`src/rtl/fifo_arb_pkg.sv`:
```
// Shared types for the FIFO write arbiter: FSM state encoding and
// the width of the burst beat counter.
package fifo_arb_pkg;

    typedef enum logic {
        ST_IDLE = 1'b0,
        ST_BUSY = 1'b1
    } arb_state_e;

    localparam int BEAT_W = 8;

endpackage

```
`src/rtl/rr_select.sv`:
```
// Combinational round-robin picker: first set bit of req_i at or
// after start_i, wrapping. Ports: req_i, start_i -> found_o, idx_o.
module rr_select
    import fifo_arb_pkg::*;
#(
    parameter int NUM_REQ = 4,
    parameter int IDX_W   = $clog2(NUM_REQ)
) (
    input  logic [NUM_REQ-1:0] req_i,
    input  logic [IDX_W-1:0]   start_i,
    output logic               found_o,
    output logic [IDX_W-1:0]   idx_o
);

    localparam int PW = IDX_W + 1;

    always_comb begin
        logic [PW-1:0] pos;
        pos     = '0;
        found_o = 1'b0;
        idx_o   = '0;
        for (int i = 0; i < NUM_REQ; i++) begin
            pos = {1'b0, start_i} + PW'(i);
            if (pos >= PW'(NUM_REQ)) begin
                pos = pos - PW'(NUM_REQ);
            end
            if (!found_o && req_i[pos[IDX_W-1:0]]) begin
                found_o = 1'b1;
                idx_o   = pos[IDX_W-1:0];
            end
        end
    end

endmodule

```
`src/rtl/fifo_wr_arbiter.sv`:
```
// Round-robin arbiter funnelling NUM_REQ valid/ready requesters into
// one FIFO write port (W_DATA/WEN, back-pressured by FULL).
// Ports: CLK, RST (async, active-high), REQ_VALID/REQ_DATA/REQ_READY,
// W_DATA, WEN, FULL, GNT_VALID, GNT_ID.
// Define FIFO_ARB_BURST_EN to hold a grant for up to MAX_BURST beats;
// otherwise the grant is re-arbitrated after every transfer.
module fifo_wr_arbiter
    import fifo_arb_pkg::*;
#(
    parameter int DATA_WIDTH = 8,
    parameter int NUM_REQ    = 4,
    parameter int MAX_BURST  = 4
) (
    input  logic                          CLK,
    input  logic                          RST,
    input  logic [NUM_REQ-1:0]            REQ_VALID,
    input  logic [NUM_REQ*DATA_WIDTH-1:0] REQ_DATA,
    output logic [NUM_REQ-1:0]            REQ_READY,
    output logic [DATA_WIDTH-1:0]         W_DATA,
    output logic                          WEN,
    input  logic                          FULL,
    output logic                          GNT_VALID,
    output logic [$clog2(NUM_REQ)-1:0]    GNT_ID
);

    localparam int IW = $clog2(NUM_REQ);

    // Elaboration-time guard on the supported parameter ranges.
    if (NUM_REQ < 2 || NUM_REQ > 16 ||
        MAX_BURST < 1 || MAX_BURST > (1 << BEAT_W) - 1) begin : g_bad_cfg
        $error("fifo_wr_arbiter: parameter out of range");
    end

    arb_state_e    state_q;
    logic [IW-1:0] gnt_id_q;
    logic [IW-1:0] last_q;
    logic [IW-1:0] base;
    logic [IW-1:0] start_idx;
    logic [IW-1:0] pick;
    logic          found;
    logic          busy;
    logic          hold_vld;
    logic          xfer;
    logic          rel;

`ifdef FIFO_ARB_BURST_EN
    logic [BEAT_W-1:0] beat_q;
`endif

    assign busy     = (state_q == ST_BUSY);
    assign hold_vld = REQ_VALID[gnt_id_q];
    assign xfer     = busy && hold_vld && !FULL;

`ifdef FIFO_ARB_BURST_EN
    // Burst ends on its last beat, or early once the holder has
    // sent something and has nothing more to offer.
    assign rel = (xfer && beat_q == BEAT_W'(MAX_BURST - 1))
              || (busy && !hold_vld && beat_q != '0);
`else
    assign rel = xfer;
`endif

    // Search starts just past the most recent holder; in BUSY that
    // is the current holder, so both cases share one picker.
    always_comb begin
        base = busy ? gnt_id_q : last_q;
        if (base == IW'(NUM_REQ - 1)) begin
            start_idx = '0;
        end else begin
            start_idx = base + IW'(1);
        end
    end

    rr_select #(
        .NUM_REQ (NUM_REQ),
        .IDX_W   (IW)
    ) u_sel (
        .req_i   (REQ_VALID),
        .start_i (start_idx),
        .found_o (found),
        .idx_o   (pick)
    );

    always_comb begin
        REQ_READY = '0;
        if (busy) begin
            REQ_READY[gnt_id_q] = !FULL;
        end
    end

    assign WEN       = xfer;
    assign W_DATA    = REQ_DATA[int'(gnt_id_q)*DATA_WIDTH +: DATA_WIDTH];
    assign GNT_VALID = busy;
    assign GNT_ID    = gnt_id_q;

    always_ff @(posedge CLK or posedge RST) begin
        if (RST) begin
            state_q  <= ST_IDLE;
            gnt_id_q <= '0;
            last_q   <= IW'(NUM_REQ - 1);
`ifdef FIFO_ARB_BURST_EN
            beat_q   <= '0;
`endif
        end else begin
            unique case (state_q)
                ST_IDLE: begin
                    if (found) begin
                        state_q  <= ST_BUSY;
                        gnt_id_q <= pick;
                        last_q   <= pick;
`ifdef FIFO_ARB_BURST_EN
                        beat_q   <= '0;
`endif
                    end
                end
                ST_BUSY: begin
                    if (rel) begin
                        // Hand over in the same cycle: no idle bubble.
                        if (found) begin
                            gnt_id_q <= pick;
                            last_q   <= pick;
                        end else begin
                            state_q  <= ST_IDLE;
                        end
`ifdef FIFO_ARB_BURST_EN
                        beat_q   <= '0;
`endif
                    end
`ifdef FIFO_ARB_BURST_EN
                    else if (xfer) begin
                        beat_q <= beat_q + 1'b1;
                    end
`endif
                end
            endcase
        end
    end

endmodule

```
`config.mk`:
```
export PLATFORM = sky130hd
export DESIGN_NAME = fifo_wr_arbiter
export DESIGN_NICKNAME = d
export VERILOG_FILES = /design/src/rtl/fifo_arb_pkg.sv /design/src/rtl/rr_select.sv /design/src/rtl/fifo_wr_arbiter.sv
export SDC_FILE = /design/constraint.sdc
export NUM_CORES = 1
export LEC_CHECK = 0
export ABC_AREA = 1
export BUFFER_PORTS_ARGS = -buffer_cell sky130_fd_sc_hd__buf_2
export CORE_ASPECT_RATIO = 0.7
export CORE_MARGIN = 3
export CORE_UTILIZATION = 30
export CTS_BUF_LIST = sky130_fd_sc_hd__clkbuf_4 sky130_fd_sc_hd__clkbuf_8 sky130_fd_sc_hd__clkbuf_16
export DETAILED_ROUTE_END_ITERATION = 7
export GPL_ROUTABILITY_DRIVEN = 1
export SLEW_MARGIN = 25
export SYNTH_ARGS = -nofsm -noshare
export SYNTH_HDL_FRONTEND = slang
export SYNTH_SLANG_ARGS = --single-unit
```
`constraint.sdc`:
```
create_clock -name CLK -period 3.2 [get_ports CLK]
set_input_delay 0.64 -clock CLK [delete_from_list [all_inputs] [get_ports CLK]]
set_output_delay 0.64 -clock CLK [all_outputs]
set_load 0.02 [all_outputs]
```
**Word-level counts from Yosys, hierarchy flattened**

Index checks and enable logic that the tools add are counted.

- Output and inout bits: 16
- Logic and storage cells: 72
- Bits of input ports: 39
- Register bits after elaboration: 5

- Shift operators: 1
- Eq/ne operators: 2
- Add/sub/neg operators: 8
- $lt $le $gt $ge: 10
- Reductions and logical operators: 10
- Muxes and demuxes: 36
- Bitwise operators: 2

Operator list:

| kind | count |
|---|---|
| $shiftx A32 B6 Y8 | 1 |
| $mux W2 | 14 |
| $lt A2 B3 Y1 const B | 5 |
| $mux W1 | 12 |
| $bmux W1 S2 | 5 |
| $ge A3 B3 Y1 const B | 3 |
| $pmux W2 S2 | 2 |
| $sub A2 B1 Y2 const B | 4 |
| $add A2 B2 Y3 const B | 2 |
| $logic_and A1 B1 Y1 | 6 |
| $and A4 B4 Y4 | 1 |
| $logic_not A1 Y1 | 4 |
| $mux W4 | 1 |
| $add A2 B1 Y3 const B | 1 |
| $ge A2 B3 Y1 const B | 1 |
| $add A2 B1 Y2 const B | 1 |
| $demux W1 S2 | 1 |
| $eq A2 B2 Y1 const B | 1 |
| $ge A2 B1 Y1 const B | 1 |
| $ne A2 B2 Y1 const B | 1 |
| $pmux W1 S2 | 1 |
| $not A1 Y1 | 1 |

**Longest topological paths before layout**

- Word-level depth: 20
- Gate-level depth with buffers: 13
- Depth with buffers taken out: 13

**By module**

Synthesis repeated with hierarchy kept, for this count alone.

- Cell total of the unflattened synthesis: 144
- Area total of the unflattened synthesis: 832.0 um^2

Modules (own cells, without submodules):

| module | area each (um^2) | cells each | times used |
|---|---|---|---|
| fifo_wr_arbiter | 513.0 | 85 | 1 |
| rr_select | 319.1 | 59 | 1 |

**Least setup slack after synthesis**

Ideal clock, no wire load.

- Path kind: reg-to-output
- Start: register gnt_id_q[0], in the netlist GNT_ID[0]
- End: output port W_DATA[0]
- Data required time: 2.560 ns
- Setup slack: 1.287 ns
- Buffers on the path: 1
- Stages on the path, launching flop included: 7
- Arrival time: 1.273 ns
- Cells stage by stage: dfrtp_1 inv_1 buf_2 nand2_1 inv_1 a22oi_1 nand3_1

- Cells in the longest elaborated chain, start to end: 1

Ends and longest elaborated chain:

| what | line | source |
|---|---|---|
| start: declaration | fifo_wr_arbiter.sv:35 | `logic [IW-1:0] gnt_id_q;` |
| start signal: assignment | fifo_wr_arbiter.sv:109 | `gnt_id_q <= pick;` |
| start signal: assignment | fifo_wr_arbiter.sv:120 | `gnt_id_q <= pick;` |
| $shiftx A32 B6 Y8 | fifo_wr_arbiter.sv:92 | `assign W_DATA = REQ_DATA[int'(gnt_id_q)*DATA_WIDTH +: DATA_WIDTH];` |
| end: declaration | fifo_wr_arbiter.sv:19 | `output logic [DATA_WIDTH-1:0] W_DATA,` |

No other way between the ends.

**Final worst setup path**

Same ends and word-level chain as after synthesis.

==> results.sh <==
export IMPL_status="complete, no violations"
export IMPL_wire_per_inst_microns=12.0
export IMPL_cts_setup_buffers=0
export IMPL_cpLargestDelayFamily="buffers and inverters"
export IMPL_clock_sinks=5
export IMPL_cts_htree_levels=1
export IMPL_antenna_found_initial=0
export IMPL_dieArea_sq_um=3320
export IMPL_timing_slew_headroom_pct=72.0
export IMPL_synth_compound_gate_area_share_pct=13.2
export IMPL_remaining_drc_errors=0
export IMPL_slew_viol_final=0
export IMPL_synthCells=144
export IMPL_cp_required_ns=2.56
export IMPL_grt_first_pass_wirelength_microns=4450
export IMPL_worstPathArrival_ns=1.88
export IMPL_synth_top_family_by_area="simple AND/OR/NAND/NOR gates"
export IMPL_antenna_cells=0
export IMPL_reg2reg_slack_ns=1.15
export IMPL_rr_startpoint="GNT_ID[0]$_DFFE_PP0P_"
export IMPL_ys_ff_latch=5
export IMPL_crit_start="GNT_ID[0]$_DFFE_PP0P_"
export IMPL_fin_area_sq_um=1140
export IMPL_end_kind="primary output"
export IMPL_numPortBuffers=54
export IMPL_synth_cell_types=20
export IMPL_pre_cts_ws_ns=0.930
export IMPL_vias=1123
export IMPL_vdd_drop_max_uv=382
export IMPL_io_pins=55
export IMPL_grt_usage_pct=16.7
export IMPL_criticalPathCategory="reg2out"
export IMPL_die_x_microns=67.6
export IMPL_syn_num_nets=183
export IMPL_seq_area_sq_um=128
export IMPL_hold_violations=0
export IMPL_stdcell_count=231
export IMPL_wl_microns=2770
export IMPL_gp_congestion=0.864
export IMPL_max_stage_delay_ns=0.59
export IMPL_cp_endpoint="W_DATA[0]"
export IMPL_cpMostUsedCell="inv_1"
export IMPL_rsz0062_at_grt="no"
export IMPL_cp_max_fo=14
export IMPL_post_cts_resized=0
export IMPL_root_buffer="clkbuf_8"
export IMPL_grt_max_degree=15
export IMPL_rr_worst_depth=12
export IMPL_place_area_sq_um=1090
export IMPL_grt_pass1_vias=1021
export IMPL_fin_ws_ns=0.680
export IMPL_reg2reg_to="GNT_ID[1]$_DFFE_PP0P_"
export IMPL_synth_xor_area_share_pct=0
export IMPL_start_kind="flip-flop"
export IMPL_final_fill_count=257
export IMPL_hpwl_microns=2350
export IMPL_cts_tree="yes"
export IMPL_synth_adder_area_share_pct=0
export IMPL_setup_tns_ns=0
export IMPL_clkLatencyLatePin_ns=0.22
export IMPL_clock_skew_ns=0.000495
export IMPL_hold_slack_ns=0.302
export IMPL_areaGrowthSynthToFinish_pct=43.7
export IMPL_powerDensity_nw_per_um2=989
export IMPL_ys_seq_area_share_pct=16.0
export IMPL_drt_iter0_drc=53
export IMPL_placedCellCount=227
export IMPL_cap_violations=0
export IMPL_min_period_ns=2.52
export IMPL_grt_ovfl_total=0
export IMPL_core_sq_um=2330
export IMPL_avgSynthCellArea_sq_um=5.53
export IMPL_multi_input_area_sq_um=586
export IMPL_setup_viol=0
export IMPL_cts_buffer_depth=2
export IMPL_fin_util_pct=49.1
export IMPL_die_y_microns=49.1
export IMPL_min_period_over_period_pct=78.8
export IMPL_crit_cells=6
export IMPL_drive_gt1_share_pct=40.2
export IMPL_timing_critical_path_buf_inv=3
export IMPL_worst_slew_pin_slew_ns=0.420
export IMPL_rows=14
export IMPL_firstDrtPassIters=4
export IMPL_cts_hold_buf=0
export IMPL_via_per_inst=4.86
export IMPL_cp_slowest_cell="dfrtp_1"
export IMPL_antenna_left=0
export IMPL_min_path_type="in2async"
export IMPL_netlist_area_sq_um=796
export IMPL_cp_cell_sequence="inv_1 > nand2_1 > inv_1 > a22oi_1 > nand3_1 > buf_2"
export IMPL_nNetsFinal=239
export IMPL_finalPower_mw=1.13
export IMPL_p_leak_nw=0.684
export IMPL_cts_buffers=3
export IMPL_yosys_area_share_simple_pct=60.4
export IMPL_path_clk_slew_ns=0.03
export IMPL_synth_warnings=0
export IMPL_initial_core_util_pct=34.2
export IMPL_fmax_mhz=397
export IMPL_muxShareOfSynthArea_pct=0
==> area by class of cell <==
class | instances | share of cell area, %
multi-input combinational | 118 | 51.2
tap | 32 | 3.50
sequential | 5 | 11.2
inverter | 17 | 5.58
clock buffer | 4 | 4.27
timing repair buffer | 55 | 24.3
==> cell usage in the layout (no fill, tap or decap) <==
| cell | count |
|---|---|
| nor2_2 | 2 |
| dfstp_2 | 2 |
| nand4_1 | 2 |
| dfrtp_1 | 3 |
| buf_4 | 1 |
| inv_2 | 1 |
| a22oi_1 | 8 |
| nand3_2 | 2 |
| nor2_1 | 8 |
| buf_2 | 54 |
| or2_1 | 1 |
| a21oi_1 | 2 |
| nand2_2 | 11 |
| o22ai_1 | 2 |
| nand3_1 | 27 |
| o21ai_0 | 1 |
| inv_1 | 16 |
| clkbuf_8 | 3 |
| o21ai_2 | 2 |
| nand2_4 | 1 |
| clkbuf_4 | 1 |
| nand2_1 | 49 |
==> metal layers <==
layer | wire length [microns] | global-route usage, % | up-vias
li1 | - | - | 580
met1 | 1270 | 22.7 | 514
met2 | 1390 | 27.9 | 27
met3 | 96 | 0.922 | 2
met4 | 20 | 5.05 | 0
met5 | 0 | 0 | -
==> synth_stat cells, drive strengths merged <==
cell type,number,share of area [%]
a21oi,2,1.3
a22oi,8,7.5
buf,3,1.9
clkbuf,1,0.47
dfrtp,3,9.4
dfstp,2,6.6
inv,17,8.0
nand2,61,33
nand3,29,19
nand4,2,1.6
nor2,10,5.3
o21ai,3,2.8
o22ai,2,1.6
or2,1,0.79
==> cells by family (layout without fill, tap and decap cells) <==
logic type	count (synthesis)	after routing
buf+inv	21	76
compound gates	15	15
simple gates	103	103
flops	5	5
==> worst min path at each step <==
stage                     depth (start not counted)                     to                  start  slack, ns
final                                             2  GNT_ID[1]$_DFFE_PP0P_                    RST       0.30
after detailed placement                          2  last_q[1]$_DFFE_PP1P_  last_q[1]$_DFFE_PP1P_       0.48
after global routing                              2    GNT_VALID$_DFF_PP0_                    RST       0.32
after global placement                            2  last_q[1]$_DFFE_PP1P_  last_q[1]$_DFFE_PP1P_       0.48
after CTS                                         2  GNT_ID[1]$_DFFE_PP0P_                    RST       0.30
after floorplan                                   1  GNT_ID[0]$_DFFE_PP0P_                    RST       0.42
==> state kept, by name, summed over array words and instances, names as in the netlist <==
register / flops
GNT_ID: 2
GNT_VALID: 1
last_q: 2
==> power breakdown <==
group	internal [mW]	switching [mW]	leakage (nW)
sequential	0.0980	0.0519	0.0544
clock	0.0937	0.0278	0.0262
combinational	0.284	0.576	0.604
(Power assumes the default switching activity.)
